File: src/rtl/net_interface_unit.sv
// Core-side NoC interface: TX FIFO toward router, RX FIFO from router, MEM-stage stall.
// Latency: one cycle push-to-visible on both FIFOs; optional zero-cycle RX bypass when empty.
// Backpressure: NET_STALL when TX full / RX empty, RX_READY low when RX full. Macro: NET_RX_BYPASS_EN.
module net_interface_unit #(
  parameter int TX_DEPTH = 4,
  parameter int RX_DEPTH = 4
) (
  input  logic        CLK,
  input  logic        RESET,
  input  logic        MEM_NET_WRITE,
  input  logic        MEM_NET_READ,
  input  logic [31:0] MEM_ALU_OUT,
  input  logic [31:0] MEM_REG_DATA2,
  output logic [31:0] NET_READ_DATA,
  output logic        NET_STALL,
  output logic        TX_VALID,
  output logic [31:0] TX_ADDR,
  output logic [31:0] TX_DATA,
  input  logic        TX_READY,
  input  logic        RX_VALID,
  input  logic [31:0] RX_DATA,
  output logic        RX_READY
);

  localparam int TPW = $clog2(TX_DEPTH);
  localparam int TCW = TPW + 1;
  localparam int RPW = $clog2(RX_DEPTH);
  localparam int RCW = RPW + 1;
  localparam logic [TCW-1:0] TX_FULL_CNT = TCW'(TX_DEPTH);
  localparam logic [RCW-1:0] RX_FULL_CNT = RCW'(RX_DEPTH);

  // TX entries hold {destination address, payload}
  logic [63:0]    r_tx_mem [TX_DEPTH];
  logic [TPW-1:0] r_tx_wptr;
  logic [TPW-1:0] r_tx_rptr;
  logic [TCW-1:0] r_tx_count;

  logic [31:0]    r_rx_mem [RX_DEPTH];
  logic [RPW-1:0] r_rx_wptr;
  logic [RPW-1:0] r_rx_rptr;
  logic [RCW-1:0] r_rx_count;

  logic        w_tx_full;
  logic        w_tx_empty;
  logic        w_tx_push;
  logic        w_tx_pop;
  logic [63:0] w_tx_head;
  logic        w_rx_full;
  logic        w_rx_empty;
  logic        w_rx_push;
  logic        w_rx_pop;
  logic        w_rx_bypass;
  logic [31:0] w_rx_head;

  assign w_tx_full  = (r_tx_count == TX_FULL_CNT);
  assign w_tx_empty = (r_tx_count == '0);
  assign w_rx_full  = (r_rx_count == RX_FULL_CNT);
  assign w_rx_empty = (r_rx_count == '0);

  // A full FIFO refuses a push even when the head leaves in the same cycle,
  // so push qualification looks only at the registered count.
  assign w_tx_push = MEM_NET_WRITE && !w_tx_full;
  assign w_tx_pop  = !w_tx_empty && TX_READY;

`ifdef NET_RX_BYPASS_EN
  // Empty FIFO plus a waiting read: hand the router packet straight to the core.
  assign w_rx_bypass = MEM_NET_READ && RX_VALID && w_rx_empty;
`else
  assign w_rx_bypass = 1'b0;
`endif

  assign RX_READY  = !w_rx_full;
  assign w_rx_push = RX_VALID && RX_READY && !w_rx_bypass;
  assign w_rx_pop  = MEM_NET_READ && !w_rx_empty;

  assign w_tx_head = r_tx_mem[r_tx_rptr];
  assign w_rx_head = r_rx_mem[r_rx_rptr];

  // Head is masked to zero when empty so stale storage never leaks out.
  assign TX_VALID = !w_tx_empty;
  assign TX_ADDR  = w_tx_empty ? 32'h0 : w_tx_head[63:32];
  assign TX_DATA  = w_tx_empty ? 32'h0 : w_tx_head[31:0];

  assign NET_READ_DATA = !w_rx_empty ? w_rx_head :
                         (w_rx_bypass ? RX_DATA : 32'h0);

  // Either side may stall; the other side still commits this cycle.
  assign NET_STALL = (MEM_NET_WRITE && w_tx_full) ||
                     (MEM_NET_READ && w_rx_empty && !w_rx_bypass);

  // Storage writes need no reset: pointers and counts gate all reads.
  always_ff @(posedge CLK) begin
    if (w_tx_push) r_tx_mem[r_tx_wptr] <= {MEM_ALU_OUT, MEM_REG_DATA2};
    if (w_rx_push) r_rx_mem[r_rx_wptr] <= RX_DATA;
  end

  // TX pointers and occupancy; pointers wrap naturally at power-of-two depth.
  always_ff @(posedge CLK) begin
    if (!RESET) begin
      r_tx_wptr  <= '0;
      r_tx_rptr  <= '0;
      r_tx_count <= '0;
    end else begin
      if (w_tx_push) r_tx_wptr <= r_tx_wptr + TPW'(1);
      if (w_tx_pop)  r_tx_rptr <= r_tx_rptr + TPW'(1);
      case ({w_tx_push, w_tx_pop})
        2'b10:   r_tx_count <= r_tx_count + TCW'(1);
        2'b01:   r_tx_count <= r_tx_count - TCW'(1);
        default: r_tx_count <= r_tx_count;
      endcase
    end
  end

  // RX pointers and occupancy; a handshake on the reset edge is discarded.
  always_ff @(posedge CLK) begin
    if (!RESET) begin
      r_rx_wptr  <= '0;
      r_rx_rptr  <= '0;
      r_rx_count <= '0;
    end else begin
      if (w_rx_push) r_rx_wptr <= r_rx_wptr + RPW'(1);
      if (w_rx_pop)  r_rx_rptr <= r_rx_rptr + RPW'(1);
      case ({w_rx_push, w_rx_pop})
        2'b10:   r_rx_count <= r_rx_count + RCW'(1);
        2'b01:   r_rx_count <= r_rx_count - RCW'(1);
        default: r_rx_count <= r_rx_count;
      endcase
    end
  end

endmodule

File: config.mk
export PLATFORM = sky130hd
export DESIGN_NAME = net_interface_unit
export DESIGN_NICKNAME = d
export VERILOG_FILES = /design/src/rtl/net_interface_unit.sv
export SDC_FILE = /design/constraint.sdc
export NUM_CORES = 1
export LEC_CHECK = 0
export CORE_ASPECT_RATIO = 1.5
export CORE_MARGIN = 3
export CORE_UTILIZATION = 62
export CTS_BUF_LIST = sky130_fd_sc_hd__clkbuf_8
export CTS_CLUSTER_SIZE = 24
export DETAILED_ROUTE_END_ITERATION = 16
export GPL_TIMING_DRIVEN = 0
export PLACE_DENSITY_LB_ADDON = 0.25
export SYNTH_ARGS = -nofsm -noshare
export SYNTH_HDL_FRONTEND = slang
export SYNTH_SLANG_ARGS = --single-unit
export TNS_END_PERCENT = 50
File: constraint.sdc
create_clock -name CLK -period 8.8 [get_ports CLK]
set_input_delay 0.88 -clock CLK [delete_from_list [all_inputs] [get_ports CLK]]
set_output_delay 0.88 -clock CLK [all_outputs]
set_load 0.01 [all_outputs]
==> reports/results.tsv, run 1 <==
stage	metric	value	unit
outcome	status	finished, final reports clean	
synthesis	ys_types	28	
sta	fin_crit_sh	0.4298	
route	avgViaCountPerCell	5.665	
grt	overflow	0	
floorplan	start_util	0.6342	
layout	drive_gt1_frac	0.1888	
synthesis	synthCells	715	
clock_tree	worst_skew_pair.late_latency	0.58	ns
power	combPwrFrac	0.332	
synthesis	synth_edf_count	384	
synthesis	yosys_register_bits	402	
worst_setup_path	crit_type	reg2out	
sta	final-setup-viol-count	0	
layout	mostFrequentLayoutCells	edfxtp_1, clkdlybuf4s50_1, mux4_2	
route	drt_iter0_drc	352	
route	routedWlPerCell	20.93	um
placed_design	place.gp.congestion	0.7610	
sta	hold_viol_final	0	
synthesis	synth.net_count	829	
layout	layout_commonest_cell	edfxtp_1	
sta	rsz0062_at_grt	false	
worst_setup_path	path_buf_inv	3	
grt	grt_start_max_net_pins	58	
sta	tightest_slew	0.8899	ns
worst_setup_path	path_delay_family	buffers and inverters	
synthesis	synth_area	15550	um2
sta	whs	0.4917	ns
route	postRouteAntennaNets	0	
grt	grt_pass1_vias	8149	
power	pwr-share-seq	0.438	
sta	fin_setup_tns	0	ns
grt	grt_usage	0.2149	
clock_tree	clk_pin_slew	0.07	ns
route	drc_errors	0	
power	clkPwrFrac	0.229	
power	intPower	3.905	mW
route	vias	7597	
layout	fin_util	0.7768	
worst_setup_path	start_kind	flop	
layout	synthToLayoutAreaGrowth	22.49	%
power	ir_worst_vdd	0.2327	mV
synthesis	syn_avg_cell_area	21.75	um2
floorplan	fp.coreArea	24520	um2
synthesis	async_flop_share	0	
route	firstDrtPassIters	5	
worst_setup_path	critPathMostFrequentCell	clkbuf_1	
worst_setup_path	critPathCaptureType	primary output	
clock_tree	h-tree-depth	2	
layout	n_antenna_cell	0	
worst_setup_path	crit_arrival	2.90	ns
worst_setup_path	required	7.92	ns
worst_setup_path	crit_chain	or3_1 > clkbuf_1 > clkbuf_1 > and2_1 > clkdlybuf4s50_1	
synthesis	yosysTopAreaCell	edfxtp_1	
grt	grt_pass1_wl	44120	um
clock_tree	cts_buffers	54	
clock_tree	ctsHoldBuffers	0	
clock_tree	cts-resized-gates	0	
sta	skew	0.01773	ns
route	wirelength	28060	um
synthesis	synth_area_leaders	edfxtp_1, mux4_2, and2_1, dfxtp_1, nor2b_1	
power	switching_share	0.2752	
worst_setup_path	slowest_delay	0.55	ns
clock_tree	cts.path.max_buffers	3	
clock_tree	cts_setup_buffers	0	
worst_setup_path	crit_fanout	10	
sta	relSlewSlack	0.4067	
power	p_sw	1.482	mW
placed_design	dp.final_hpwl	17870	um
floorplan	io-pin-count	201	
worst_hold_path	min_path_type	reg2reg	
clock_tree	cts_sinks	402	
layout	nNetsFinal	1089	
synthesis	synth.top_cell.area_share	0.7414	
placed_design	io_buffers	200	
sta	min_period	3.782	ns
synthesis	ys_seq_area_frac	0.7646	
grt	antenna_found_initial	2	
floorplan	die-area	27060	um2
floorplan	rows	70	
floorplan	die_x	135.3	um
clock_tree	clockRootBuffer	clkbuf_8	
floorplan	die-height	200.0	um
power	leakagePower	6.222	nW
layout	nFillCells	1344	
power	p_per_area	282.8	nW/um2
synthesis	yosysWarnings	0	
worst_setup_path	critPathSlowestCell	clkdlybuf4s50_1	
sta	final_max_slew_viol_count	0	
synthesis	synth_top_flop_cell	edfxtp_1	
job	max_cap_violations	0	
clock_tree	cts_tree	done	
sta	timing.fmax	264.4	MHz
-- area by class of cell --
class	count	area (um2)	share of cell area
repair buffers	204	2112	0.1109
flip-flops and latches	402	11890	0.6242
multi-input cells	267	3359	0.1764
inverters	12	45.04	0.002365
well taps	324	405.4	0.02128
clock inverters	39	152.6	0.008013
clock buffers	59	812.0	0.04263
plain buffers	34	271.5	0.01425
-- cell usage after synthesis (2+ instances only) --
library cell and n:
edfxtp_1 384, mux4_2 92, and2_1 78, nor2b_1 33
dfxtp_1 18, nand2_1 14, inv_1 12, buf_2 11
clkbuf_1 11, ha_1 10, o21ai_0 7, buf_12 6
mux2i_1 6, buf_6 4, mux4_1 4, or3_1 4
a21boi_0 3, xnor2_1 3, a21boi_1 2, clkbuf_2 2
fa_1 2, nor2_1 2, xor2_1 2
-- cells by family (layout without fill, tap and decap cells) --
| logic type | count (synthesis) | count (layout) | synth area share |
|---|---|---|---|
| AO/OA/AOI/OAI | 14 | 14 | 0.005872 |
| XOR/XNOR | 5 | 5 | 0.002816 |
| adder cells (fa/ha/maj) | 12 | 12 | 0.01062 |
| buffers and inverters | 46 | 348 | 0.02035 |
| flip-flops | 402 | 402 | 0.7646 |
| multiplexers | 102 | 102 | 0.1438 |
| AND/OR/NAND/NOR | 134 | 134 | 0.05189 |
-- power by group through the flow --
stage / logic (mW) / registers [mW] / clock network, mW
after CTS: 1.83 / 2.36 / 1.27
after global placement: 1.78 / 2.41 / 0
after floorplan: 1.01 / 2.39 / 0
final: 1.79 / 2.36 / 1.24
after detailed placement: 1.82 / 2.40 / 0
after global routing: 1.94 / 2.38 / 1.36
-- routing by layer --
layer	vias to the layer above	global-route usage	part of all wire
met4	4	0.08106	0.027
li1	3397	-	-
met3	62	0.06143	0.076
met5	-	0	0.00082
met2	309	0.3623	0.53
met1	3825	0.2693	0.36
-- sequential cells by signal (all words and copies together), names as in the netlist, named ones only --
signal and count:
r_tx_wptr 2, r_tx_rptr 2, r_tx_mem 256, r_tx_count 3
r_rx_count 3, r_rx_mem 128, r_rx_wptr 2, r_rx_rptr 2
-- final timing paths --
check	start	to	slack [ns]	cells after the start
min	r_tx_rptr[0]$_SDFFE_PN0P_	flop	0.49	2
max	r_tx_count[2]$_SDFFE_PN0P_	TX_DATA[13]	5.02	5
max reg2reg	r_tx_count[0]$_SDFFE_PN0P_	r_tx_count[2]$_SDFFE_PN0P_	6.58	9
min reg2reg	r_tx_rptr[0]$_SDFFE_PN0P_	flop	0.49	2
-- per-stage QoR --
stage               worst slack [ns]  instance area (um2)  total power, mW  instances
detailed placement             5.514                18080            4.220       1243
floorplan                      5.549                15550            3.399        715
CTS                            4.858                19050            5.466       1341
global placement               3.771                17960            4.189       1239
finish                         5.018                19050            5.387       1341
global route                   4.808                19050            5.669       1341
-- worst register-to-register path, cell delays in order (launching register included) --
cell and delay [ns]:
dfxtp_1 0.41, nor2_1 0.10, a21boi_1 0.53, inv_1 0.10, ha_1 0.25, inv_1 0.08
fa_1 0.18, xor2_1 0.07, or3_1 0.30, a21boi_0 0.16
Note: power is estimated with default switching activity, not from simulation.
==> inputs of run 2 (changes only) <==
--- a/config.mk
+++ b/config.mk
@@ -7,7 +7,7 @@
 export LEC_CHECK = 0
 export CORE_ASPECT_RATIO = 1.5
 export CORE_MARGIN = 3
-export CORE_UTILIZATION = 62
+export CORE_UTILIZATION = 52
 export CTS_BUF_LIST = sky130_fd_sc_hd__clkbuf_8
 export CTS_CLUSTER_SIZE = 24
 export DETAILED_ROUTE_END_ITERATION = 16
==> constraint.sdc (replaced) <==
create_clock -name CLK -period 3.05 [get_ports CLK]
set_input_delay 0.305 -clock CLK [delete_from_list [all_inputs] [get_ports CLK]]
set_output_delay 0.305 -clock CLK [all_outputs]
set_load 0.01 [all_outputs]
==> reports/results.tsv, run 2 (same netlist as run 1, synthesis figures left out) <==
stage	metric	value	unit	change
layout	top_register	r_tx_mem		unchanged
sta	whs	0.3344	ns	was 0.4917 ns
layout	drive_gt1_frac	0.1949		was 0.1888
power	ir_worst_vdd	0.4618	mV	was 0.2327 mV
placed_design	place.gp.congestion	0.7164		was 0.7610
layout	multi_input_area	3366	um2	was 3359 um2
placed_design	dp.final_hpwl	18120	um	was 17870 um
sta	fin_setup_tns	0	ns	unchanged
route	vias	7470		was 7597
sta	rsz0062_at_grt	false		unchanged
route	drt_iter0_drc	259		was 352
floorplan	die_x	147.2	um	was 135.3 um
sta	skew	0.03086	ns	was 0.01773 ns
worst_setup_path	crit_fanout	10		unchanged
worst_setup_path	critPathSlowestCell	clkdlybuf4s50_1		unchanged
layout	synthToLayoutAreaGrowth	23.55	%	was 22.49%
clock_tree	cts_tree	done		unchanged
layout	mostFrequentLayoutCells	edfxtp_1, clkdlybuf4s50_1, mux4_2		unchanged
route	avgViaCountPerCell	5.309		was 5.665
sta	min_period	2.846	ns	
worst_setup_path	required	2.74	ns	was 7.92 ns
floorplan	die-height	217.8	um	was 200.0 um
sta	timing.fmax	351.3	MHz	
clock_tree	cts.path.max_buffers	3		unchanged
sta	relSlewSlack	0.3729		was 0.4067
placed_design	placed_cell_area	18200	um2	was 18080 um2
grt	grt_usage	0.1824		was 0.2149
clock_tree	clk_pin_slew	0.06	ns	was 0.07 ns
floorplan	die-area	32060	um2	was 27060 um2
layout	layout_commonest_cell	edfxtp_1		unchanged
layout	nNetsFinal	1091		was 1089
sta	hold_viol_final	0		unchanged
worst_setup_path	crit_arrival	2.54	ns	was 2.90 ns
route	firstDrtPassIters	4		was 5
layout	largest_register_ffs	256		unchanged
grt	overflow	0		unchanged
clock_tree	ctsHoldBuffers	0		unchanged
route	routedWlPerCell	20.29	um	was 20.93 um
route	wirelength	28540	um	was 28060 um
route	postRouteAntennaNets	0		unchanged
floorplan	start_util	0.5345		was 0.6342
clock_tree	cts_buffers	55		was 54
clock_tree	clockRootBuffer	clkbuf_8		unchanged
worst_setup_path	start_kind	flop		unchanged
layout	register_area	11890	um2	unchanged
clock_tree	h-tree-depth	2		unchanged
layout	final_area	19210	um2	was 19050 um2
grt	grt_start_max_net_pins	56		was 58
worst_setup_path	crit_type	reg2out		unchanged
grt	grt_pass1_vias	8128		was 8149
clock_tree	worst_skew_pair.late_latency	0.60	ns	was 0.58 ns
worst_setup_path	slowest_delay	0.51	ns	was 0.55 ns
clock_tree	cts_setup_buffers	0		unchanged
worst_hold_path	min_path_type	in2reg		was reg2reg
grt	antenna_found_initial	1		was 2
layout	largestRegisters	r_tx_mem: 256 flops, r_rx_mem: 128 flops		unchanged
outcome	status	finished, final reports clean		unchanged
power	leakagePower	6.249	nW	was 6.222 nW
power	p_per_area	821.4	nW/um2	was 282.8 nW/um2
floorplan	fp.coreArea	29100	um2	was 24520 um2
clock_tree	cts_sinks	402		unchanged
sta	final_max_slew_viol_count	0		unchanged
placed_design	dp_slack	0.3786	ns	was 5.514 ns
sta	final-setup-viol-count	0		unchanged
sta	fin_crit_sh	0.9332		
layout	nFillCells	2018		was 1344
grt	grt_pass1_wl	45200	um	was 44120 um
sta	finalWorstSetupSlack	0.2036	ns	was 5.018 ns
worst_setup_path	critPathCaptureType	primary output		unchanged
worst_setup_path	crit_chain	or3_1 > buf_2 > clkbuf_2 > and2_1 > clkdlybuf4s50_1		was or3_1 > clkbuf_1 > clkbuf_1 > and2_1 > clkdlybuf4s50_1
placed_design	io_buffers	200		unchanged
floorplan	rows	76		was 70
sta	tightest_slew	0.9406	ns	was 0.8899 ns
route	drc_errors	0		unchanged
job	max_cap_violations	0		unchanged
floorplan	io-pin-count	201		unchanged
run 2: critical path: cells and delay by family, from the launching register on:
family	cells	cell delay (ns)
buf+inv	3	0.98
simple gates	2	0.61
flops	1	0.35
run 2: final cells by class:
type	count	share of cell area
Tap cell	390	0.02540
Inverter	12	0.002344
Clock buffer	55	0.03940
Antenna cell	1	0.0001302
Clock inverter	41	0.01289
Timing Repair Buffer	205	0.1113
Multi-Input combinational cell	267	0.1752
Sequential cell	402	0.6189
Buffer	34	0.01446
run 2: per-stage QoR:
| step | util | power, mW | instances |
|---|---|---|---|
| 4_1_cts | 0.6599 | 16.04 | 1406 |
| 3_3_place_gp | 0.6201 | 12.12 | 1305 |
| 2_1_floorplan | - | 9.807 | 715 |
| 3_5_place_dp | 0.6253 | 12.20 | 1310 |
| 5_1_grt | 0.6603 | 16.61 | 1406 |
| 6_report | 0.6603 | 15.78 | 1407 |
run 2: metal layers:
metal / vias up / global-route usage / part of all wire
met5: - / 0 / 0
met4: 0 / 0.06157 / 0.021
met3: 50 / 0.04678 / 0.072
met2: 235 / 0.3128 / 0.52
met1: 3791 / 0.2288 / 0.38
li1: 3394 / - / -
run 2: power by group:
part | internal [mW] | switching, mW | leakage (nW)
Combinational | 2.87 | 2.31 | 2.01
Sequential | 6.66 | 0.158 | 3.67
Clock | 1.93 | 1.86 | 0.569
Total | 11.5 | 4.33 | 6.25
run 2: path summary, 6_finish.rpt:
path	to	startpoint	cells after the start	slack, ns
max reg2reg	r_rx_mem[0][20]$_DFFE_PP_	r_rx_count[0]$_SDFFE_PN0P_	3	0.75
min	r_rx_mem[1][27]$_DFFE_PP_	RX_DATA[27]	1	0.33
min reg2reg	r_tx_rptr[0]$_SDFFE_PN0P_	r_tx_rptr[0]$_SDFFE_PN0P_	2	0.49
max	TX_ADDR[3]	r_tx_count[2]$_SDFFE_PN0P_	5	0.20
run 2: what timing repair did:
| action | in CTS | in global routing |
|---|---|---|
| setup endpoints to repair | 50 | 53 |
| endpoints found under the hold margin | 0 | 0 |
| gates resized for setup | 2 | 8 |
==> inputs of run 3 (changes only) <==
--- a/config.mk
+++ b/config.mk
@@ -7,7 +7,7 @@
 export LEC_CHECK = 0
 export CORE_ASPECT_RATIO = 1.5
 export CORE_MARGIN = 3
-export CORE_UTILIZATION = 52
+export CORE_UTILIZATION = 62
 export CTS_BUF_LIST = sky130_fd_sc_hd__clkbuf_8
 export CTS_CLUSTER_SIZE = 24
 export DETAILED_ROUTE_END_ITERATION = 16
==> constraint.sdc (replaced) <==
create_clock -name CLK -period 3.3 [get_ports CLK]
set_input_delay 0.33 -clock CLK [delete_from_list [all_inputs] [get_ports CLK]]
set_output_delay 0.33 -clock CLK [all_outputs]
set_load 0.01 [all_outputs]
==> reports/results.tsv, run 3 (same netlist as run 1, synthesis figures left out) <==
stage	metric	value	unit	change
layout	register_area	11890	um2	unchanged
clock_tree	ctsHoldBuffers	0		unchanged
power	power	14.37	mW	was 15.78 mW
outcome	status	finished, final reports clean		unchanged
worst_setup_path	required	2.97	ns	was 2.74 ns
clock_tree	cts-resized-gates	1		was 2
sta	final_max_slew_viol_count	0		unchanged
grt	grt_usage	0.2149		was 0.1824
placed_design	dp.cells	1243		was 1310
sta	final-setup-viol-count	0		unchanged
placed_design	placed_cell_area	18080	um2	was 18200 um2
layout	stdcell_count	1341		was 1407
layout	n_antenna_cell	0		was 1
worst_setup_path	crit_end	TX_DATA[13]		was TX_ADDR[3]
floorplan	start_util	0.6342		was 0.5345
route	drt_iter0_drc	343		was 259
sta	hold_viol_final	0		unchanged
sta	skew	0.01706	ns	was 0.03086 ns
grt	grt_pass1_wl	44120	um	was 45200 um
layout	largest_register_ffs	256		unchanged
worst_setup_path	critPathCaptureType	primary output		unchanged
sta	whs	0.3787	ns	was 0.3344 ns
sta	relSlewSlack	0.4067		was 0.3729
placed_design	place.gp.congestion	0.7610		was 0.7164
sta	fin_crit_sh	0.9040		
worst_setup_path	r2r-end	r_tx_count[2]$_SDFFE_PN0P_		was r_rx_mem[0][20]$_DFFE_PP_
clock_tree	cts.path.max_buffers	3		unchanged
worst_setup_path	start_kind	flop		unchanged
layout	mostFrequentLayoutCells	edfxtp_1, clkdlybuf4s50_1, mux4_2		unchanged
layout	synthToLayoutAreaGrowth	22.49	%	was 23.55%
sta	rsz0062_at_grt	false		unchanged
layout	drive_gt1_frac	0.1898		was 0.1949
placed_design	dp_slack	0.5638	ns	was 0.3786 ns
clock_tree	cts_setup_buffers	0		unchanged
grt	grt_start_max_net_pins	58		was 56
power	p_per_area	754.1	nW/um2	was 821.4 nW/um2
grt	antenna_found_initial	2		was 1
placed_design	io_buffers	200		unchanged
power	ir_worst_vdd	0.6204	mV	was 0.4618 mV
worst_setup_path	path_delay_family	buffers and inverters		unchanged
sta	timing.fmax	335.2	MHz	
layout	final_area	19050	um2	was 19210 um2
route	avgViaCountPerCell	5.662		was 5.309
worst_setup_path	crit_arrival	2.65	ns	was 2.54 ns
route	firstDrtPassIters	4		unchanged
job	max_cap_violations	0		unchanged
floorplan	rows	70		was 76
clock_tree	cts_tree	done		unchanged
power	leakagePower	6.225	nW	was 6.249 nW
grt	overflow	0		unchanged
worst_hold_path	min_path_type	in2reg		unchanged
route	postRouteAntennaNets	0		unchanged
placed_design	dp.final_hpwl	17870	um	was 18120 um
floorplan	io-pin-count	201		unchanged
clock_tree	clk_pin_slew	0.07	ns	was 0.06 ns
worst_setup_path	cp_num_cells	5		unchanged
floorplan	die-height	200.0	um	was 217.8 um
worst_setup_path	crit_chain	or3_1 > clkbuf_2 > clkbuf_1 > and2_1 > clkdlybuf4s50_1		was or3_1 > buf_2 > clkbuf_2 > and2_1 > clkdlybuf4s50_1
clock_tree	h-tree-depth	2		unchanged
clock_tree	worst_skew_pair.late_latency	0.58	ns	was 0.60 ns
worst_setup_path	crit_type	reg2out		unchanged
worst_setup_path	crit_fanout	10		unchanged
route	vias	7593		was 7470
floorplan	fp.coreArea	24520	um2	was 29100 um2
worst_setup_path	rr_startpoint	r_tx_count[0]$_SDFFE_PN0P_		was r_rx_count[0]$_SDFFE_PN0P_
sta	min_period	2.983	ns	
worst_setup_path	path_buf_inv	3		unchanged
layout	largestRegisters	r_tx_mem: 256 flops, r_rx_mem: 128 flops		unchanged
route	drc_errors	0		unchanged
floorplan	die-area	27060	um2	was 32060 um2
layout	layout_commonest_cell	edfxtp_1		unchanged
layout	nFillCells	1346		was 2018
worst_setup_path	startpoint	r_tx_count[2]$_SDFFE_PN0P_		unchanged
layout	nNetsFinal	1089		was 1091
route	wirelength	28050	um	was 28540 um
layout	multi_input_area	3359	um2	was 3366 um2
clock_tree	cts_sinks	402		unchanged
worst_setup_path	slowest_delay	0.55	ns	was 0.51 ns
grt	grt_pass1_vias	8149		was 8128
worst_setup_path	critPathSlowestCell	clkdlybuf4s50_1		unchanged
sta	tightest_slew	0.8899	ns	was 0.9406 ns
route	routedWlPerCell	20.92	um	was 20.29 um
worst_setup_path	r2r_cells	9		was 3
layout	top_register	r_tx_mem		unchanged
floorplan	die_x	135.3	um	was 147.2 um
worst_setup_path	r2r_setup_slack	1.08	ns	was 0.75 ns
clock_tree	clockRootBuffer	clkbuf_8		unchanged
clock_tree	cts_buffers	54		was 55
sta	finalWorstSetupSlack	0.3167	ns	was 0.2036 ns
## run 3: cell types whose count changed in the layout (fill, tap and decap cells not counted), sizes merged
cell	change
diode	-1
inv	+3
clkinv	-2
bufinv	-3
buf	-2
clkbuf	+5
## run 3: area by class of cell
type / instances / share of cell area
Tap cell: 324 / 0.02128
Clock inverter: 39 / 0.008013
Buffer: 34 / 0.01432
Sequential cell: 402 / 0.6242
Inverter: 12 / 0.002364
Clock buffer: 59 / 0.04262
Timing Repair Buffer: 204 / 0.1109
Multi-Input combinational cell: 267 / 0.1763
## run 3: worst min path at each step
| stage | start | end | slack, ns | cells past startpoint |
|---|---|---|---|---|
| 2_1_floorplan | RX_DATA[0] | r_rx_mem[0][0]$_DFFE_PP_ | 0.43 | 0 |
| 3_3_place_gp | r_rx_rptr[0]$_SDFFE_PN0P_ | r_rx_rptr[0]$_SDFFE_PN0P_ | 0.48 | 2 |
| 3_5_place_dp | r_tx_rptr[0]$_SDFFE_PN0P_ | flop | 0.48 | 2 |
| 4_1_cts | RX_DATA[5] | r_rx_mem[1][5]$_DFFE_PP_ | 0.33 | 1 |
| 5_1_grt | RX_DATA[5] | r_rx_mem[0][5]$_DFFE_PP_ | 0.35 | 1 |
| 6_report | RX_DATA[5] | r_rx_mem[1][5]$_DFFE_PP_ | 0.38 | 1 |
## run 3: power breakdown
group | leakage, nW | internal [mW] | switching [mW]
Sequential | 3.67 | 6.15 | 0.143
Combinational | 1.98 | 2.63 | 2.15
Clock | 0.572 | 1.63 | 1.66
## run 3: per-layer routing
metal  vias up  track usage  part of all wire  wire, um
li1       3399            -                 -         -
met4         4      0.08106             0.027       771
met5         -            0           0.00082        23
met3        62      0.06143             0.082      2292
met2       308       0.3623              0.53     14890
met1      3820       0.2693              0.36     10070
## run 3: worst register-to-register path: stages, from the launching register on
cell and delay [ns]:
dfxtp_1 0.41, nor2_1 0.10, a21boi_1 0.53, inv_1 0.10, ha_1 0.25, inv_1 0.08
fa_1 0.18, xor2_1 0.07, or3_1 0.30, a21boi_0 0.16
## run 3: per-stage QoR
step / utilization / setup TNS (ns)
2_1_floorplan: - / 0
5_1_grt: 0.7768 / 0
4_1_cts: 0.7768 / 0
6_report: 0.7768 / 0
3_3_place_gp: 0.7323 / -297.13
3_5_place_dp: 0.7374 / 0
